--- src/rtl/regfile_scoreboard_pkg.sv ---
// Shared constants and types for the decode-stage register file.
package regfile_scoreboard_pkg;

    localparam int unsigned DATA_SIZE = 32;
    localparam int unsigned NUM_REGS  = 32;

    typedef logic [$clog2(NUM_REGS)-1:0] t_reg_addr;

    localparam t_reg_addr REG_ZERO = '0;

endpackage

--- src/rtl/regfile_scoreboard_if.sv ---
// Decode/write-back side bundle for the register file and scoreboard.
interface regfile_scoreboard_if #(
    parameter int unsigned DATA_SIZE    = 32,
    parameter int unsigned NUM_REGS     = 32,
    parameter int unsigned NUM_RD_PORTS = 2,
    parameter int unsigned NUM_WR_PORTS = 1
);
    localparam int unsigned AW = $clog2(NUM_REGS);

    logic [NUM_RD_PORTS*AW-1:0]        i_rd_addr;
    logic [NUM_RD_PORTS*DATA_SIZE-1:0] o_rd_data;
    logic [NUM_RD_PORTS-1:0]           o_rd_hazard;
    logic [NUM_WR_PORTS-1:0]           i_wr_en;
    logic [NUM_WR_PORTS*AW-1:0]        i_wr_addr;
    logic [NUM_WR_PORTS*DATA_SIZE-1:0] i_wr_data;
    logic                              i_issue_valid;
    logic [AW-1:0]                     i_issue_rd;
    logic                              i_flush;
    logic [NUM_REGS-1:0]               o_pending;

    modport master (
        output i_rd_addr, i_wr_en, i_wr_addr, i_wr_data,
               i_issue_valid, i_issue_rd, i_flush,
        input  o_rd_data, o_rd_hazard, o_pending
    );

    modport slave (
        input  i_rd_addr, i_wr_en, i_wr_addr, i_wr_data,
               i_issue_valid, i_issue_rd, i_flush,
        output o_rd_data, o_rd_hazard, o_pending
    );

endinterface

--- src/rtl/regfile_scoreboard_bypass_mux.sv ---
// One read port: picks same-cycle write data over array data and
// qualifies the pending bit into a hazard.
module regfile_bypass_mux #(
    parameter int unsigned DATA_SIZE    = 32,
    parameter int unsigned AW           = 5,
    parameter int unsigned NUM_WR_PORTS = 1,
    parameter int unsigned BYPASS       = 1
) (
    input  logic                              bypass_en,
    input  logic [AW-1:0]                     rd_addr,
    input  logic [DATA_SIZE-1:0]              array_data,
    input  logic                              pending_bit,
    input  logic [NUM_WR_PORTS-1:0]           wr_en,
    input  logic [NUM_WR_PORTS*AW-1:0]        wr_addr,
    input  logic [NUM_WR_PORTS*DATA_SIZE-1:0] wr_data,
    output logic [DATA_SIZE-1:0]              rd_data,
    output logic                              rd_hazard
);

    logic hit;

    // Later (higher-index) write ports override earlier ones; x0 always reads 0.
    always_comb begin
        rd_data = array_data;
        hit     = 1'b0;
        if ((BYPASS != 0) && bypass_en && (rd_addr != '0)) begin
            for (int unsigned w = 0; w < NUM_WR_PORTS; w++) begin
                if (wr_en[w] && (wr_addr[w*AW +: AW] == rd_addr)) begin
                    rd_data = wr_data[w*DATA_SIZE +: DATA_SIZE];
                    hit     = 1'b1;
                end
            end
        end
        if (rd_addr == '0) begin
            rd_data = '0;
        end
        rd_hazard = pending_bit && !hit;
    end

endmodule

--- src/rtl/regfile_scoreboard.sv ---
// Multi-port register file with write bypass and pending-write scoreboard.
module regfile_scoreboard
    import regfile_scoreboard_pkg::*;
#(
    parameter int unsigned DATA_SIZE    = regfile_scoreboard_pkg::DATA_SIZE,
    parameter int unsigned NUM_REGS     = regfile_scoreboard_pkg::NUM_REGS,
    parameter int unsigned NUM_RD_PORTS = 2,
    parameter int unsigned NUM_WR_PORTS = 1,
    parameter int unsigned BYPASS       = 1
) (
    input  logic                 i_aclk,
    input  logic                 i_areset_n,
    regfile_scoreboard_if.slave  bus
);

    localparam int unsigned   AW        = $clog2(NUM_REGS);
    localparam logic [AW-1:0] ZERO_ADDR = AW'(REG_ZERO);

    logic [DATA_SIZE-1:0] regs [NUM_REGS];
    logic [NUM_REGS-1:0]  pending;
    logic [NUM_REGS-1:0]  pending_nxt;
    logic [AW-1:0]        wa [NUM_WR_PORTS];
    logic [DATA_SIZE-1:0] wd [NUM_WR_PORTS];
    logic [DATA_SIZE-1:0] rd_data_arr [NUM_RD_PORTS];
    logic                 rd_hazard_arr [NUM_RD_PORTS];

    // Unpack the flat write-back buses.
    always_comb begin
        for (int unsigned w = 0; w < NUM_WR_PORTS; w++) begin
            wa[w] = bus.i_wr_addr[w*AW +: AW];
            wd[w] = bus.i_wr_data[w*DATA_SIZE +: DATA_SIZE];
        end
    end

    // Register array; ascending port order makes the highest port win.
    always_ff @(posedge i_aclk or negedge i_areset_n) begin
        if (!i_areset_n) begin
            for (int unsigned r = 0; r < NUM_REGS; r++) begin
                regs[r] <= '0;
            end
        end else begin
            for (int unsigned w = 0; w < NUM_WR_PORTS; w++) begin
                if (bus.i_wr_en[w] && (wa[w] != ZERO_ADDR)) begin
                    regs[wa[w]] <= wd[w];
                end
            end
        end
    end

    // Scoreboard next state: later assignments carry higher priority
    // (write-back clear < issue set < flush).
    always_comb begin
        pending_nxt = pending;
        for (int unsigned w = 0; w < NUM_WR_PORTS; w++) begin
            if (bus.i_wr_en[w]) begin
                pending_nxt[wa[w]] = 1'b0;
            end
        end
        if (bus.i_issue_valid) begin
            pending_nxt[bus.i_issue_rd] = 1'b1;
        end
        if (bus.i_flush) begin
            pending_nxt = '0;
        end
        pending_nxt[0] = 1'b0;
    end

    // Scoreboard state register.
    always_ff @(posedge i_aclk or negedge i_areset_n) begin
        if (!i_areset_n) begin
            pending <= '0;
        end else begin
            pending <= pending_nxt;
        end
    end

    for (genvar p = 0; p < NUM_RD_PORTS; p++) begin : g_rd
        regfile_bypass_mux #(
            .DATA_SIZE    (DATA_SIZE),
            .AW           (AW),
            .NUM_WR_PORTS (NUM_WR_PORTS),
            .BYPASS       (BYPASS)
        ) u_mux (
            .bypass_en   (i_areset_n),
            .rd_addr     (bus.i_rd_addr[p*AW +: AW]),
            .array_data  (regs[bus.i_rd_addr[p*AW +: AW]]),
            .pending_bit (pending[bus.i_rd_addr[p*AW +: AW]]),
            .wr_en       (bus.i_wr_en),
            .wr_addr     (bus.i_wr_addr),
            .wr_data     (bus.i_wr_data),
            .rd_data     (rd_data_arr[p]),
            .rd_hazard   (rd_hazard_arr[p])
        );
    end

    // Pack per-port results onto the flat output buses.
    always_comb begin
        for (int unsigned p = 0; p < NUM_RD_PORTS; p++) begin
            bus.o_rd_data[p*DATA_SIZE +: DATA_SIZE] = rd_data_arr[p];
            bus.o_rd_hazard[p]                      = rd_hazard_arr[p];
        end
    end

    assign bus.o_pending = pending;

endmodule
--- src/flat_wrapper.sv ---
// flat-port wrapper written by rule: the top's interface ports become plain ports
module regfile_scoreboard_flat import regfile_scoreboard_pkg::*;
#(
    parameter int unsigned DATA_SIZE    = regfile_scoreboard_pkg::DATA_SIZE,
    parameter int unsigned NUM_REGS     = regfile_scoreboard_pkg::NUM_REGS,
    parameter int unsigned NUM_RD_PORTS = 2,
    parameter int unsigned NUM_WR_PORTS = 1,
    parameter int unsigned BYPASS       = 1
)
  (i_aclk, i_areset_n, bus_i_rd_addr, bus_i_wr_en, bus_i_wr_addr, bus_i_wr_data, bus_i_issue_valid, bus_i_issue_rd, bus_i_flush, bus_o_rd_data, bus_o_rd_hazard, bus_o_pending);
  regfile_scoreboard_if #(.DATA_SIZE(DATA_SIZE), .NUM_REGS(NUM_REGS), .NUM_RD_PORTS(NUM_RD_PORTS), .NUM_WR_PORTS(NUM_WR_PORTS)) bus_i ();
  input  logic i_aclk;
  input  logic i_areset_n;
  input wire logic [$bits(bus_i.i_rd_addr)-1:0] bus_i_rd_addr;
  input wire logic [$bits(bus_i.i_wr_en)-1:0] bus_i_wr_en;
  input wire logic [$bits(bus_i.i_wr_addr)-1:0] bus_i_wr_addr;
  input wire logic [$bits(bus_i.i_wr_data)-1:0] bus_i_wr_data;
  input wire logic [$bits(bus_i.i_issue_valid)-1:0] bus_i_issue_valid;
  input wire logic [$bits(bus_i.i_issue_rd)-1:0] bus_i_issue_rd;
  input wire logic [$bits(bus_i.i_flush)-1:0] bus_i_flush;
  output wire logic [$bits(bus_i.o_rd_data)-1:0] bus_o_rd_data;
  output wire logic [$bits(bus_i.o_rd_hazard)-1:0] bus_o_rd_hazard;
  output wire logic [$bits(bus_i.o_pending)-1:0] bus_o_pending;
  assign bus_i.i_rd_addr = bus_i_rd_addr;
  assign bus_i.i_wr_en = bus_i_wr_en;
  assign bus_i.i_wr_addr = bus_i_wr_addr;
  assign bus_i.i_wr_data = bus_i_wr_data;
  assign bus_i.i_issue_valid = bus_i_issue_valid;
  assign bus_i.i_issue_rd = bus_i_issue_rd;
  assign bus_i.i_flush = bus_i_flush;
  assign bus_o_rd_data = bus_i.o_rd_data;
  assign bus_o_rd_hazard = bus_i.o_rd_hazard;
  assign bus_o_pending = bus_i.o_pending;
  regfile_scoreboard #(.DATA_SIZE(DATA_SIZE), .NUM_REGS(NUM_REGS), .NUM_RD_PORTS(NUM_RD_PORTS), .NUM_WR_PORTS(NUM_WR_PORTS), .BYPASS(BYPASS)) u_core (.i_aclk(i_aclk), .i_areset_n(i_areset_n), .bus(bus_i));
endmodule
--- config.mk ---
export PLATFORM = sky130hd
export DESIGN_NAME = regfile_scoreboard_flat
export DESIGN_NICKNAME = d
export VERILOG_FILES = /design/src/rtl/regfile_scoreboard_pkg.sv /design/src/rtl/regfile_scoreboard_if.sv /design/src/rtl/regfile_scoreboard_bypass_mux.sv /design/src/rtl/regfile_scoreboard.sv /design/src/flat_wrapper.sv
export SDC_FILE = /design/constraint.sdc
export NUM_CORES = 2
export LEC_CHECK = 0
export ABC_CLOCK_PERIOD_IN_PS = 1900
export BUFFER_PORTS_ARGS = -buffer_cell sky130_fd_sc_hd__buf_4
export CORE_ASPECT_RATIO = 2
export CORE_MARGIN = 10
export CORE_UTILIZATION = 35
export CTS_CLUSTER_DIAMETER = 100
export DETAILED_ROUTE_END_ITERATION = 12
export GPL_TIMING_DRIVEN = 1
export PLACE_DENSITY = 0.6
export SYNTH_ARGS = -nofsm -noshare
export SYNTH_HDL_FRONTEND = slang
export SYNTH_SLANG_ARGS = --single-unit
export TNS_END_PERCENT = 5
--- constraint.sdc ---
create_clock -name i_aclk -period 1.9 [get_ports i_aclk]
set_input_delay 0.19 -clock i_aclk [delete_from_list [all_inputs] [get_ports i_aclk]]
set_output_delay 0.19 -clock i_aclk [all_outputs]
set_load 0.02 [all_outputs]
== After elaboration in Yosys (flattened, before gate mapping) ==
Index checks and enable logic that the tools add are counted.
Storage, ports and cells
  bits of input ports: 57
  flip-flop bits (word level): 1055
  output and inout port bits: 98
  word-level logic and storage cells: 98
Operators by class
  order comparisons: 10
  reduce and logical (&&, ||, !) cells: 17
  bitwise gates (word level): 6
  muxes and demuxes: 30
  equal/unequal tests: 2
Operator list (number)
  bitwise mux 1024 bit: 1
  2-to-1 mux 32 bit: 14
  binary-select mux 32 bit (select 5 bit): 2
  demux 32 bit (select 5 bit): 1
  bitwise AND 32 bit: 1
  NOT 32 bit: 1
  bitwise OR 32 bit: 1
  less-than comparator 5 x 6 -> 1 bit (second input constant): 4
  greater-or-equal comparator 6 bit (second input constant): 3
  NOT 5 -> 6 bit: 3
  nonzero test 5 bit: 3
  binary-select mux 1 bit (select 5 bit): 2
  demux 1 bit (select 5 bit): 2
  equality test 5 bit: 2
  greater-or-equal comparator 5 x 1 -> 1 bit (second input constant): 2
  logical AND 1 bit: 10
  zero test 5 bit: 2
  2-to-1 mux 1 bit: 8
  less-than comparator 6 x 1 -> 1 bit (second input constant): 1
  zero test 1 bit: 2

== Depth between registers and ports, before layout ==
  word-level depth: 10
  gate-level depth with buffers: 10

== Cells and area by module ==
From an unflattened synthesis, not the netlist that was laid out.
Second synthesis, totals
  cells, all modules: 3755
  area, all modules: 56002.5 um^2
Modules (own cells, without submodules)
  regfile_scoreboard: area each 54688.7 um^2, cells each 3505, instances 1
  regfile_bypass_mux: area each 656.9 um^2, cells each 125, instances 2

== Worst setup path after synthesis ==
OpenSTA, ideal clock, no wires.
  path kind: in2out
  start: input port bus_i_rd_addr[5]
  end: output port bus_o_rd_data[62]
  buffers on the path: 5
  data arrival time: 1987 ps
  slack: -277 ps
  stages: 9
  cell sequence: buf_2 buf_6 buf_6 buf_6 buf_6 mux2i_1 a221oi_1 a21oi_1 o311ai_1
Between the ends
  cells in the longest elaborated chain, start to end: 7
  elaborated cells between the ends (all ways): 12
  classes of those cells: eq/ne (1); mux (6); bitwise (1); reduce/logical (4)
Ends and longest elaborated chain
  from (decl): RTL line flat_wrapper.sv:14  | input wire logic [$bits(bus_i.i_rd_addr)-1:0] bus_i_rd_addr;
  NOT 5 -> 6 bit (not written as such): RTL line regfile_scoreboard.sv:86  | .array_data (regs[bus.i_rd_addr[p*AW +: AW]]),
  binary-select mux 32 bit (select 5 bit): RTL line regfile_scoreboard.sv:86
  2-to-1 mux 32 bit (not written as such) (2 in a row): RTL line regfile_scoreboard.sv:86
  2-to-1 mux 32 bit: RTL line regfile_scoreboard_bypass_mux.sv:28  | if (wr_en[w] && (wr_addr[w*AW +: AW] == rd_addr)) begin
  2-to-1 mux 32 bit: RTL line regfile_scoreboard_bypass_mux.sv:26  | if ((BYPASS != 0) && bypass_en && (rd_addr != '0)) begin
  2-to-1 mux 32 bit *: RTL line regfile_scoreboard_bypass_mux.sv:34  | if (rd_addr == '0) begin
  to (decl): RTL line flat_wrapper.sv:21  | output wire logic [$bits(bus_i.o_rd_data)-1:0] bus_o_rd_data;
Mark *: on every way between the ends. The rest lies on a longest branch, timed or not. The select of a mux whose other input is x is not followed.

== Final worst setup path ==
  start: register u_core.regs[807] (netlist name)
  end: output port bus_o_rd_data[7]
Between the ends
  cells in the longest elaborated chain, start to end: 6
Ends and longest elaborated chain
  from (decl): RTL line regfile_scoreboard.sv:19  | logic [DATA_SIZE-1:0] regs [NUM_REGS];
  from (signal, indexed assignment): RTL line regfile_scoreboard.sv:44  | regs[wa[w]] <= wd[w];
  binary-select mux 32 bit (select 5 bit) *: RTL line regfile_scoreboard.sv:86
  2-to-1 mux 32 bit (not written as such) * (2 in a row): RTL line regfile_scoreboard.sv:86
  2-to-1 mux 32 bit: RTL line regfile_scoreboard_bypass_mux.sv:28
  2-to-1 mux 32 bit *: RTL line regfile_scoreboard_bypass_mux.sv:26
  2-to-1 mux 32 bit *: RTL line regfile_scoreboard_bypass_mux.sv:34
Marked as above.

==> results.ini <==
[outcome]
status=complete, but fails checks
violations=negative setup slack

[placement]
hpwl_mm=140.6
placed_area_sq_um=67310
port_buffers=153
gp_congestion=0.8696
dp.cells=6623
pre_cts_slack_ns=-0.7856

[critical_path]
cp-end-kind=output pin
rr_startpoint=u_core.bus.o_pending[7]$_DFF_PN0_
cp-startpoint=u_core.regs[807]$_DFFE_PN0P_
reg2regPathDepth=4
crit_type=flop to output pin
critPathRequiredTime_ns=1.71
crit_fanout=2
critPathLaunchType=flop
worstPathArrival_ns=2.67

[min_path]
hold_path_depth=2
min_path_type=input port to flop
hold_path.startpoint=bus_i_wr_data[17]

[logic_synthesis]
ys_warn_count=0
syn_area_per_cell_sq_um=14.05
synth_cell_types=45
ys_seq_area_share_pct=45.87
ys_seq_elements=1055
ys_async_sr_fraction_pct=100.0
synth_enable_flop_cells=0
syn_nets=4152
synth_area_sq_um=57550
synthCells=4095
yosys_most_used_dff=dfrtp_1

[layout]
syn_to_final_growth_pct=24.62
final_layout_size_suffix_gt1_share_pct=52.33
nets=4696
fin_area_sq_um=71720
utilization_pct=43.81
fillers=14740
final_cells=6835
final_common_cell=dfrtp_1
layout_common_cells=dfrtp_1, mux2_2, buf_4

[timing]
fmax_mhz=349.5
fin_crit_sh_pct=150.6
layout_setup_ws_ns=-0.9613
rsz0062_at_grt=true
report.final.hold_viol_count=0
final_max_slew_viol_count=0
period_needed_ns=2.861
slew_headroom_pct=39.18
whs_ns=0.03312
tightest_slew_ns=0.9124
final-setup-viol-count=66
finalClockSkew_ns=0

[die]
die_area_sq_um=182000
boundaryPins=155
initial_core_util_pct=35.16
coreArea_sq_um=163700
die_x_um=306.7
die_h_um=593.5
rows=210

[cts]
cts_root_buf=clkbuf_16
max-clock-path-buffers=3
cts-buffers-inserted=94
clock_latency_ns=0.71
clk_pin_slew_ns=0.06
tritoncts=yes
htreeDepth=3
clock-sinks=1055

[detailed_routing]
drt-initial-drc-count=2886
wl_per_cell_um=29.73
drc=0
drt-total-wl_mm=203.2
vias_per_cell=5.931
final_antenna_net_count=0
dr.pass1.iters=8
vias=40540

[global_route]
grt_pass1_vias=43580
overflow=0
antenna_found_initial=3
grt_max_degree=146
grt_pass1_wl_mm=298.2
grt_usage_pct=21.93

[power_and_ir_drop]
leakagePower_nw=31.58
ir_drop_mv=0.6657
power_density_nw_per_um2=931.9

[job]
maxCapViolCount=0

what timing repair did:
item                                   in CTS  in global routing
setup buffers                               1                  1
endpoints found under the hold margin     440                  0
pin swaps                                  60                 21
resized for setup                          99                 55
hold buffers                               38                  0
setup endpoints to repair                  66                 68
area by class of cell:
cell class | instances | area, sq um | area share, %
well taps | 2120 | 2653 | 3.698
flip-flops and latches | 1055 | 26400 | 36.81
repair buffers | 918 | 9417 | 13.13
multi-input cells | 2568 | 29980 | 41.81
diodes | 3 | 7.507 | 0.01047
inverters | 2 | 7.507 | 0.01047
clock buffers | 136 | 2805 | 3.911
clock inverters | 33 | 445.4 | 0.6211
through the flow:
step | total power, mW | TNS [ns]
final | 66.83 | -51.43
after global routing | 69.62 | -56.28
after CTS | 67.12 | -55.42
after detailed placement | 45.98 | -80.10
after global placement | 45.38 | -74.61
after floorplan | 39.26 | -4.926
cell usage after synthesis (7+ instances only):
master	count	area (sq um)
nor3_1	46	230.2
clkbuf_1	238	893.4
mux2i_1	327	3273
mux2_1	168	1892
mux2_2	886	9977
nand2_1	91	341.6
buf_6	23	259.0
a21oi_1	86	430.4
mux4_2	371	8356
a221oi_1	79	691.9
nor3b_1	37	277.8
a211oi_1	62	465.5
a221o_1	67	670.6
nor2b_1	37	231.5
o21ai_0	42	210.2
xnor2_1	7	61.31
dfrtp_1	1055	26400
a221oi_2	20	300.3
buf_4	32	240.2
o22ai_1	31	193.9
buf_2	120	600.6
o221ai_1	31	271.5
o311ai_1	26	227.7
nor2_1	71	266.5
buf_1	57	214.0
a22oi_1	15	112.6
nand2b_1	36	225.2
where the power goes:
group	switching, mW	internal [mW]
logic	6.89	9.64
clock network	9.04	11.6
registers	3.03	26.6
final timing paths:
| kind | endpoint | slack, ns |
|---|---|---|
| min in group asynchronous | u_core.regs[845]$_DFFE_PN0P_ | 0.44 |
| max reg2reg | u_core.bus.o_pending[7]$_DFF_PN0_ | 0.43 |
| max | bus_o_rd_data[7] | -0.96 |
| min | u_core.regs[145]$_DFFE_PN0P_ | 0.03 |
| min reg2reg | u_core.regs[1017]$_DFFE_PN0P_ | 0.39 |
| max in group asynchronous | u_core.regs[986]$_DFFE_PN0P_ | 0.14 |
state kept, by name, summed over array words and instances (netlist names):
register / cells
u_core.regs: 1024
u_core.bus.o_pending: 31
worst max-delay path, cell delays in order, from the launching register on:
cell	delay (ns)
dfrtp_1	0.38
mux4_2	0.47
nor2b_1	0.16
a211oi_2	0.19
a21oi_2	0.08
a221o_1	0.40
buf_12	0.16
buf_4	0.15
metal layers:
| layer | track usage (%) | routed length (um) |
|---|---|---|
| met1 | 25.49 | 77420 |
| met2 | 39.08 | 105300 |
| met3 | 3.144 | 10010 |
| met4 | 10.54 | 10440 |
| met5 | 0 | 0 |
cell families after synthesis:
logic type                Yosys count  share of synthesized area [%]
other                               1                       0.006516
DFF                              1055                          45.87
AOI/OAI and AO/OA                 468                          6.331
muxes                            1752                          40.83
buffers and inverters             472                          3.848
xor gates and xnor gates            8                         0.1217
and+or+nand+nor                   339                          2.994
No activity file was read; power rests on OpenSTA's default activity.
